**src/rtl/cpu_types_pkg.sv**
```systemverilog
// Shared CPU types: register numbers, hazard-controller states and the load-use detector.
package cpu_types_pkg;

    localparam int unsigned REG_W = 5;

    typedef logic [REG_W-1:0] regbits_t;

    typedef enum logic [1:0] {
        RUN     = 2'd0,
        MEMWAIT = 2'd1,
        HALTED  = 2'd2
    } hazard_state_t;

    // A load in EX feeds a source of the instruction in ID; $zero never creates a dependence.
    function automatic logic load_use(input logic ex_load, input regbits_t wsel,
                                      input regbits_t rs, input regbits_t rt,
                                      input logic uses_rt);
        return ex_load && (wsel != '0) && ((wsel == rs) || (uses_rt && (wsel == rt)));
    endfunction

endpackage

```
**src/rtl/sat_counter.sv**
```systemverilog
// Saturating up-counter with synchronous clear; holds at all-ones.
module sat_counter #(
    parameter int unsigned W = 16
) (
    input  logic         clk,
    input  logic         clear,
    input  logic         inc,
    output logic [W-1:0] count
);

    always_ff @(posedge clk) begin
        if (clear) begin
            count <= '0;
        end else if (inc && (count != {W{1'b1}})) begin
            count <= count + W'(1);
        end
    end

endmodule

```
**src/rtl/pipeline_hazard_ctrl.sv**
```systemverilog
// Pipeline sequencing controller: register enables/flushes from cache handshakes,
// load-use hazards, redirects and halt, plus stall/flush performance counters.
module pipeline_hazard_ctrl
    import cpu_types_pkg::*;
#(
    parameter int unsigned CNT_W = 16
) (
    input  logic             CLK,
    input  logic             RST,
    input  logic             ihit,
    input  logic             dhit,
    input  logic             exmem_dREN,
    input  logic             exmem_dWEN,
    input  logic             idex_dREN,
    input  regbits_t         idex_wsel,
    input  regbits_t         ifid_rs,
    input  regbits_t         ifid_rt,
    input  logic             ifid_uses_rt,
    input  logic             redirect,
    input  logic             memwb_halt,
    output logic             pc_enable,
    output logic             pc_redirect,
    output logic             ifid_enable,
    output logic             ifid_flush,
    output logic             idex_enable,
    output logic             idex_flush,
    output logic             exmem_enable,
    output logic             exmem_flush,
    output logic             memwb_enable,
    output logic             memwb_flush,
    output logic             halt,
    output logic [CNT_W-1:0] stall_cnt,
    output logic [CNT_W-1:0] flush_cnt
);

    hazard_state_t state_q, state_d;
    logic          held_q, held_d;
    logic          run_rules;
    logic          eff_ihit;
    logic          flush_inc;
    logic          stall_inc;
    logic          memop;

    assign memop = exmem_dREN | exmem_dWEN;

    always_ff @(posedge CLK) begin
        if (RST) begin
            state_q <= RUN;
            held_q  <= 1'b0;
        end else begin
            state_q <= state_d;
            held_q  <= held_d;
        end
    end

    always_comb begin
        state_d      = state_q;
        held_d       = held_q;
        run_rules    = 1'b0;
        eff_ihit     = ihit;
        flush_inc    = 1'b0;
        pc_enable    = 1'b0;
        pc_redirect  = 1'b0;
        ifid_enable  = 1'b0;
        ifid_flush   = 1'b0;
        idex_enable  = 1'b0;
        idex_flush   = 1'b0;
        exmem_enable = 1'b0;
        exmem_flush  = 1'b0;
        memwb_enable = 1'b0;
        memwb_flush  = 1'b0;
        halt         = 1'b0;

        unique case (state_q)
            RUN: begin
                if (memwb_halt) begin
                    state_d = HALTED;
                end else if (memop && !dhit) begin
                    state_d = MEMWAIT;
                    held_d  = ihit;
                end else begin
                    run_rules = 1'b1;
                end
            end
            MEMWAIT: begin
                // A fetch that completes during the freeze is remembered for the release cycle.
                if (!dhit) begin
                    held_d = held_q | ihit;
                end else begin
                    state_d   = RUN;
                    held_d    = 1'b0;
                    run_rules = 1'b1;
                    eff_ihit  = ihit | held_q;
                end
            end
            HALTED: begin
                halt = 1'b1;
            end
            default: begin
                state_d = RUN;
            end
        endcase

        if (run_rules) begin
            if (redirect) begin
                pc_enable    = 1'b1;
                pc_redirect  = 1'b1;
                ifid_flush   = 1'b1;
                idex_flush   = 1'b1;
                exmem_enable = 1'b1;
                memwb_enable = 1'b1;
                flush_inc    = 1'b1;
            end else if (load_use(idex_dREN, idex_wsel, ifid_rs, ifid_rt, ifid_uses_rt) || !eff_ihit) begin
                idex_flush   = 1'b1;
                exmem_enable = 1'b1;
                memwb_enable = 1'b1;
            end else begin
                pc_enable    = 1'b1;
                ifid_enable  = 1'b1;
                idex_enable  = 1'b1;
                exmem_enable = 1'b1;
                memwb_enable = 1'b1;
            end
        end
    end

    assign stall_inc = (state_q != HALTED) && !pc_enable;

    sat_counter #(.W(CNT_W)) u_stall_cnt (
        .clk   (CLK),
        .clear (RST),
        .inc   (stall_inc),
        .count (stall_cnt)
    );

    sat_counter #(.W(CNT_W)) u_flush_cnt (
        .clk   (CLK),
        .clear (RST),
        .inc   (flush_inc),
        .count (flush_cnt)
    );

endmodule

```
**config.mk**
```make
export PLATFORM = sky130hd
export DESIGN_NAME = pipeline_hazard_ctrl
export DESIGN_NICKNAME = d
export VERILOG_FILES = /design/src/rtl/cpu_types_pkg.sv /design/src/rtl/sat_counter.sv /design/src/rtl/pipeline_hazard_ctrl.sv
export SDC_FILE = /design/constraint.sdc
export NUM_CORES = 1
export LEC_CHECK = 0
export CAP_MARGIN = 0
export CORE_MARGIN = 3
export CORE_UTILIZATION = 46
export DETAILED_ROUTE_END_ITERATION = 10
export PLACE_DENSITY = 0.8
export SLEW_MARGIN = 20
export SYNTH_ARGS = -nofsm -noshare
export SYNTH_HDL_FRONTEND = slang
export SYNTH_HIERARCHICAL = 1
export SYNTH_SLANG_ARGS = --single-unit
```
**constraint.sdc**
```tcl
create_clock -name CLK -period 3.1 [get_ports CLK]
set_input_delay 0.62 -clock CLK [delete_from_list [all_inputs] [get_ports CLK]]
set_output_delay 0.62 -clock CLK [all_outputs]
set_load 0.01 [all_outputs]
```
Word level (Yosys, flattened, before mapping)

Cells that the tools add are included.

Register bits: 35
Bits of input ports: 25
Word-level logic and storage cells: 63

$add $sub $neg: 2
Eq/ne operators: 11
Multiplexer cells: 26
Bitwise logic cells: 3
Reduce and logical (&&, ||, !) cells: 17

Operator list:

| kind                  | number |
|---|---|
| $add 16x1->16 const B | 2 |
| $ne 16x16->1 const B  | 2 |
| $mux 1                | 20 |
| $eq 5x5->1            | 2 |
| $ne 2x2->1 const B    | 4 |
| $logic_and 1x1->1     | 7 |
| $mux 2                | 3 |
| $pmux 2 s3            | 1 |
| $reduce_and 3->1      | 2 |
| $reduce_bool 5->1     | 1 |
| $pmux 1 s2            | 2 |
| $logic_not 1->1       | 3 |
| $ne 3x3->1 const B    | 1 |
| $eq 2x1->1 const B    | 1 |
| $eq 2x2->1 const B    | 1 |
| $logic_not 2->1       | 1 |
| $logic_or 1x1->1      | 2 |
| $or 1x1->1            | 2 |
| $reduce_bool 2->1     | 1 |
| $not 1->1             | 1 |

Logic depth before layout (Yosys ltp)

Depth in word-level cells: 11
Mapped depth: 8
Mapped depth without buffers: 8

Hierarchy

The synthesis kept the hierarchy.

By module, submodules not included:

| module               | times used | cells each | area each (um2) | sequential area each (um2) |
|---|---|---|---|---|
| sat_counter          | 2          | 99         | 848.3           | 320.3 |
| pipeline_hazard_ctrl | 1          | 55         | 441.7           | 60.1 |

Worst setup path before layout

Ideal clock, no wire load.

Path kind: input-to-reg
Start point: input idex_wsel[3]
End point: register u_stall_cnt.count[7]
Setup time: 0.070 ns
Arrival: 2.542 ns
Required time: 3.030 ns
Setup slack: 0.487 ns
Stages: 8
Buffers on the path: 1
Cell sequence: xor2_1 -> nor4_1 -> a32oi_1 -> o21ai_0 -> nand2_1 -> clkbuf_1 -> or4_1 -> a21oi_1

Cells in the longest elaborated chain, start to end: 11
Elaborated cells on any way between the ends: 14
Those cells by class: 2 x eq/ne; 3 x mux; 9 x reduce/logical

RTL lines:

| element               | line                        | RTL |
|---|---|---|
| start, declared       | pipeline_hazard_ctrl.sv:15  | `input regbits_t idex_wsel,` |
| $eq 5x5->1            | cpu_types_pkg.sv:18         | `return ex_load && (wsel != '0) && ((wsel == rs) \|\| (uses_rt && (wsel == rt)));` |
| $logic_and 1x1->1     | cpu_types_pkg.sv:18         |  |
| $logic_or 1x1->1      | cpu_types_pkg.sv:18         |  |
| $logic_and 1x1->1 (*) | cpu_types_pkg.sv:18         |  |
| $logic_or 1x1->1 (*)  | pipeline_hazard_ctrl.sv:113 | `end else if (load_use(idex_dREN, idex_wsel, ifid_rs, ifid_rt, ifid_uses_rt) \|\| !eff_ihit) begin` |
| $mux 1 (*)            | pipeline_hazard_ctrl.sv:113 |  |
| $mux 1 (*)            | pipeline_hazard_ctrl.sv:105 | `if (redirect) begin` |
| $mux 1 (*)            | pipeline_hazard_ctrl.sv:104 | `if (run_rules) begin` |
| $logic_not 1->1 (*)   | pipeline_hazard_ctrl.sv:127 | `assign stall_inc = (state_q != HALTED) && !pc_enable;` |
| $logic_and 1x1->1 (*) | pipeline_hazard_ctrl.sv:127 |  |
| named net stall_inc   | pipeline_hazard_ctrl.sv:41  | `logic stall_inc;` |
| $logic_and 1x1->1 (*) | sat_counter.sv:14           | `end else if (inc && (count != {W{1'b1}})) begin` |
| end signal, assigned  | sat_counter.sv:15           | `count <= count + W'(1);` |
| end, declared         | sat_counter.sv:8            | `output logic [W-1:0] count` |

The timed path passes the listed nets; every way through them passes the cells marked *.
A chain may end at the register's enable or synchronous reset.

Worst setup path after layout

Start point: input idex_wsel[3]
End point: output pc_enable

Cells in the longest elaborated chain, start to end: 8
Elaborated cells on any way between the ends: 11
Those cells by class: 2 x eq/ne; 3 x mux; 6 x reduce/logical

RTL lines:

| element               | line                        | RTL |
|---|---|---|
| $eq 5x5->1            | cpu_types_pkg.sv:18         |  |
| $logic_and 1x1->1     | cpu_types_pkg.sv:18         |  |
| $logic_or 1x1->1      | cpu_types_pkg.sv:18         |  |
| $logic_and 1x1->1 (*) | cpu_types_pkg.sv:18         |  |
| $logic_or 1x1->1 (*)  | pipeline_hazard_ctrl.sv:113 |  |
| $mux 1 (*)            | pipeline_hazard_ctrl.sv:113 |  |
| $mux 1 (*)            | pipeline_hazard_ctrl.sv:105 |  |
| $mux 1 (*)            | pipeline_hazard_ctrl.sv:104 |  |
| end, declared         | pipeline_hazard_ctrl.sv:21  | `output logic pc_enable,` |

Every way passes the cells marked *; elsewhere a longest branch is shown, timed or not.

==> flow_metrics.tcl <==
set metrics [dict create \
    critPathMaxStageDelay_ps 460 \
    required_ps 2480 \
    grtUsageMet1_pct 25.2 \
    grt_max_degree 25 \
    num_vias 2242 \
    reg2reg_setup_slack_ps 530 \
    grt_use_met2_pct 33.4 \
    drcViolationCount 0 \
    numClockSinks 35 \
    drtAntennaViolNets 0 \
    drv_cap 0 \
    drive_gt1_share_pct 15.1 \
    p_total_mw 0.989 \
    async_flop_share_pct 0 \
    gr-usage-all-layers_pct 20.3 \
    diodes 0 \
    power_density_nw_per_um2 321 \
    clockBufferDepth 2 \
    yosysUniqueCellTypes 49 \
    synth_edf_count 0 \
    netlist_area_um2 2140 \
    first_iter_violations 101 \
    area_growth_pct 44.2 \
    yosys_warnings 6 \
    stdcell_count 389 \
    synth_commonest_cells "dfxtp_1, a21oi_1, nor2_1, or4_1" \
    clkPwrFrac_pct 36.8 \
    synth_ff_type "dfxtp_1" \
    grt_pass1_vias 2041 \
    placementRows 24 \
    grt_pass1_wl_um 8890 \
    whs_ps 531 \
    clock_skew_ps 5.84 \
    hold_viol 0 \
    fmax_mhz 329 \
    yosys-top-cells-area "dfxtp_1, or4_1, a21oi_1" \
    p_leak_nw 1.11 \
    netSwitchingFraction_pct 24.0 \
    coreArea_um2 4410 \
    seq_power_share_pct 47.3 \
    critPathKind "in2out" \
    seq_area_frac_synth_pct 32.8 \
    cts_tree "done" \
    root_buffer "clkbuf_8" \
    die_h_um 74.2 \
    slew_headroom_pct 41.0 \
    min_period_ps 3040 \
    p_sw_mw 0.238 \
    die_area_um2 5500 \
    setup_viol 0 \
    vdd_ir_drop_max_uv 272 \
    internal-power_mw 0.751 \
    worst_pin_slew_ps 883 \
    wire_per_inst_um 14.3 \
    worstSetupStartpointType "input port" \
    worstSetupEndpointType "primary output" \
    combPwrFrac_pct 16.0 \
    fin_util_pct 69.9 \
    cp_cell_sequence "clkdlybuf4s50_1 -> xor2_1 -> nor4_2 -> a32oi_2 -> o311a_2 -> dlygate4sd2_1" \
    busiest_layer "met2" \
    ios 68 \
    crit_slowest_cell "clkdlybuf4s50_1" \
    gp_congestion 0.870 \
    antenna_found_initial 0 \
    die_x_um 74.2 \
    clk_pin_slew_ps 70 \
    outcome "finished clean" \
    synth_top_area_share_pct 32.8 \
    cts_buffers 5 \
    syn_area_per_cell_um2 8.45 \
    via_per_inst 5.76 \
    dpl.cell_count 375 \
    clk_latency_ps 280 \
    rsz0062_at_grt "true" \
    htreeDepth 2 \
    dp_hpwl_um 4030 \
    io_buffers 65 \
    drt_first_pass_iters 4 \
    start_util_pct 48.4 \
    synth-seq-cells 35 \
    fin_nets 363 \
    fin_crit_sh_pct 98.1 \
    gr-usage-met3_pct 5.54 \
    yosysMostFrequentCell "dfxtp_1" \
    finalMaxSlewViolations 0 \
    syn-instance-count 253 \
    critPathMaxFanout 4 \
    yosysTopAreaCell "dfxtp_1" \
    drt-total-wl_um 5570 \
    overflow 0 \
    hp-class "reg2reg" \
    crit_arrival_ps 2420 \
]
==> layout by cell type, fill, tap and decap left out, types with 3 or more instances in the layout <==
| master | synthesis | final |
|---|---|---|
| xor2_1 | 9 | 9 |
| nor3_1 | 10 | 10 |
| nor2_1 | 15 | 15 |
| nand3_1 | 12 | 12 |
| or3_1 | 6 | 6 |
| or4_1 | 15 | 15 |
| a21oi_1 | 22 | 22 |
| nor2b_1 | 4 | 4 |
| clkbuf_8 | 0 | 7 |
| nor4_1 | 7 | 6 |
| dfxtp_1 | 35 | 35 |
| o21ai_0 | 10 | 9 |
| and4_1 | 6 | 6 |
| nand4_1 | 6 | 6 |
| buf_4 | 5 | 23 |
| xnor2_1 | 5 | 5 |
| dlygate4sd2_1 | 0 | 5 |
| o21a_1 | 3 | 3 |
| o31ai_1 | 13 | 13 |
| nand2_1 | 13 | 13 |
| inv_1 | 10 | 10 |
| clkdlybuf4s50_1 | 0 | 57 |
==> timing repair <==
item,4_1_cts,5_1_grt
buffers inserted,5,1
gates resized for setup,7,7
setup endpoints to repair,8,6
hold buffers,0,0
pin swaps,2,1
==> routing by layer <==
layer | wire length (µm) | up-vias | part of all wire, %
li1 | - | 1129 | -
met1 | 2460 | 1043 | 44
met2 | 2640 | 64 | 47
met3 | 393 | 6 | 7.1
met4 | 68 | 0 | 1.2
met5 | 0 | - | 0
==> cell type report <==
class / count / area [µm²]
clock buffers: 8 / 100
fillers: 356 / 1330
inverters: 10 / 37.5
multi-input cells: 196 / 1360
flip-flops and latches: 35 / 701
well taps: 52 / 65.1
repair buffers: 88 / 822
==> power by group through the flow <==
stage	Clock (mW)	Sequential [mW]	Combinational, mW
3_3_place_gp	0	0.477	0.149
5_1_grt	0.392	0.468	0.173
4_1_cts	0.376	0.467	0.155
3_5_place_dp	0	0.478	0.151
2_1_floorplan	0	0.477	0.0654
6_report	0.363	0.467	0.158
==> kinds of logic (layout without fill, tap and decap cells) <==
group / count (synthesis) / count (layout) / synth area share, %
AND/OR/NAND/NOR: 114 / 114 / 34.5
AO/OA/AOI/OAI: 60 / 60 / 18.7
flip-flops: 35 / 35 / 32.8
buffers and inverters: 23 / 106 / 5.03
XOR/XNOR: 14 / 14 / 5.73
multiplexers: 4 / 4 / 1.99
adder cells (fa/ha/maj): 2 / 2 / 1.17
other: 1 / 2 / 0.175
==> critical path, delay by kind of cell <==
family,cells,cell delay (ps)
simple gates,1,300
buf+inv,2,740
compound gates,2,560
xor+xnor,1,190
==> worst paths after layout <==
kind / endpoint / depth (start not counted) / from
hold reg to reg: u_stall_cnt/count[9] / 2 / u_stall_cnt/count[9]
setup reg to reg: u_stall_cnt/count[8] / 12 / state_q[0]
hold / removal: u_stall_cnt/count[9] / 2 / u_stall_cnt/count[9]
setup / recovery: pc_enable / 6 / idex_wsel[3]
==> sequential cells by signal, indices dropped and copies added, names as in the netlist <==
register,cells
state_q,2
u_flush_cnt/count,16
held_q,1
u_stall_cnt/count,16
==> metrics by stage <==
stage                     setup TNS [ps]  setup WS (ps)  instance area (µm²)
after floorplan                        0            487                 2140
after global placement              -851           -166                 2920
after detailed placement           -1210           -214                 2920
after CTS                          -97.4          -97.4                 3050
after global routing               -38.2          -17.5                 3080
final                                  0           59.7                 3080
Power figures use the tool's default switching activity.
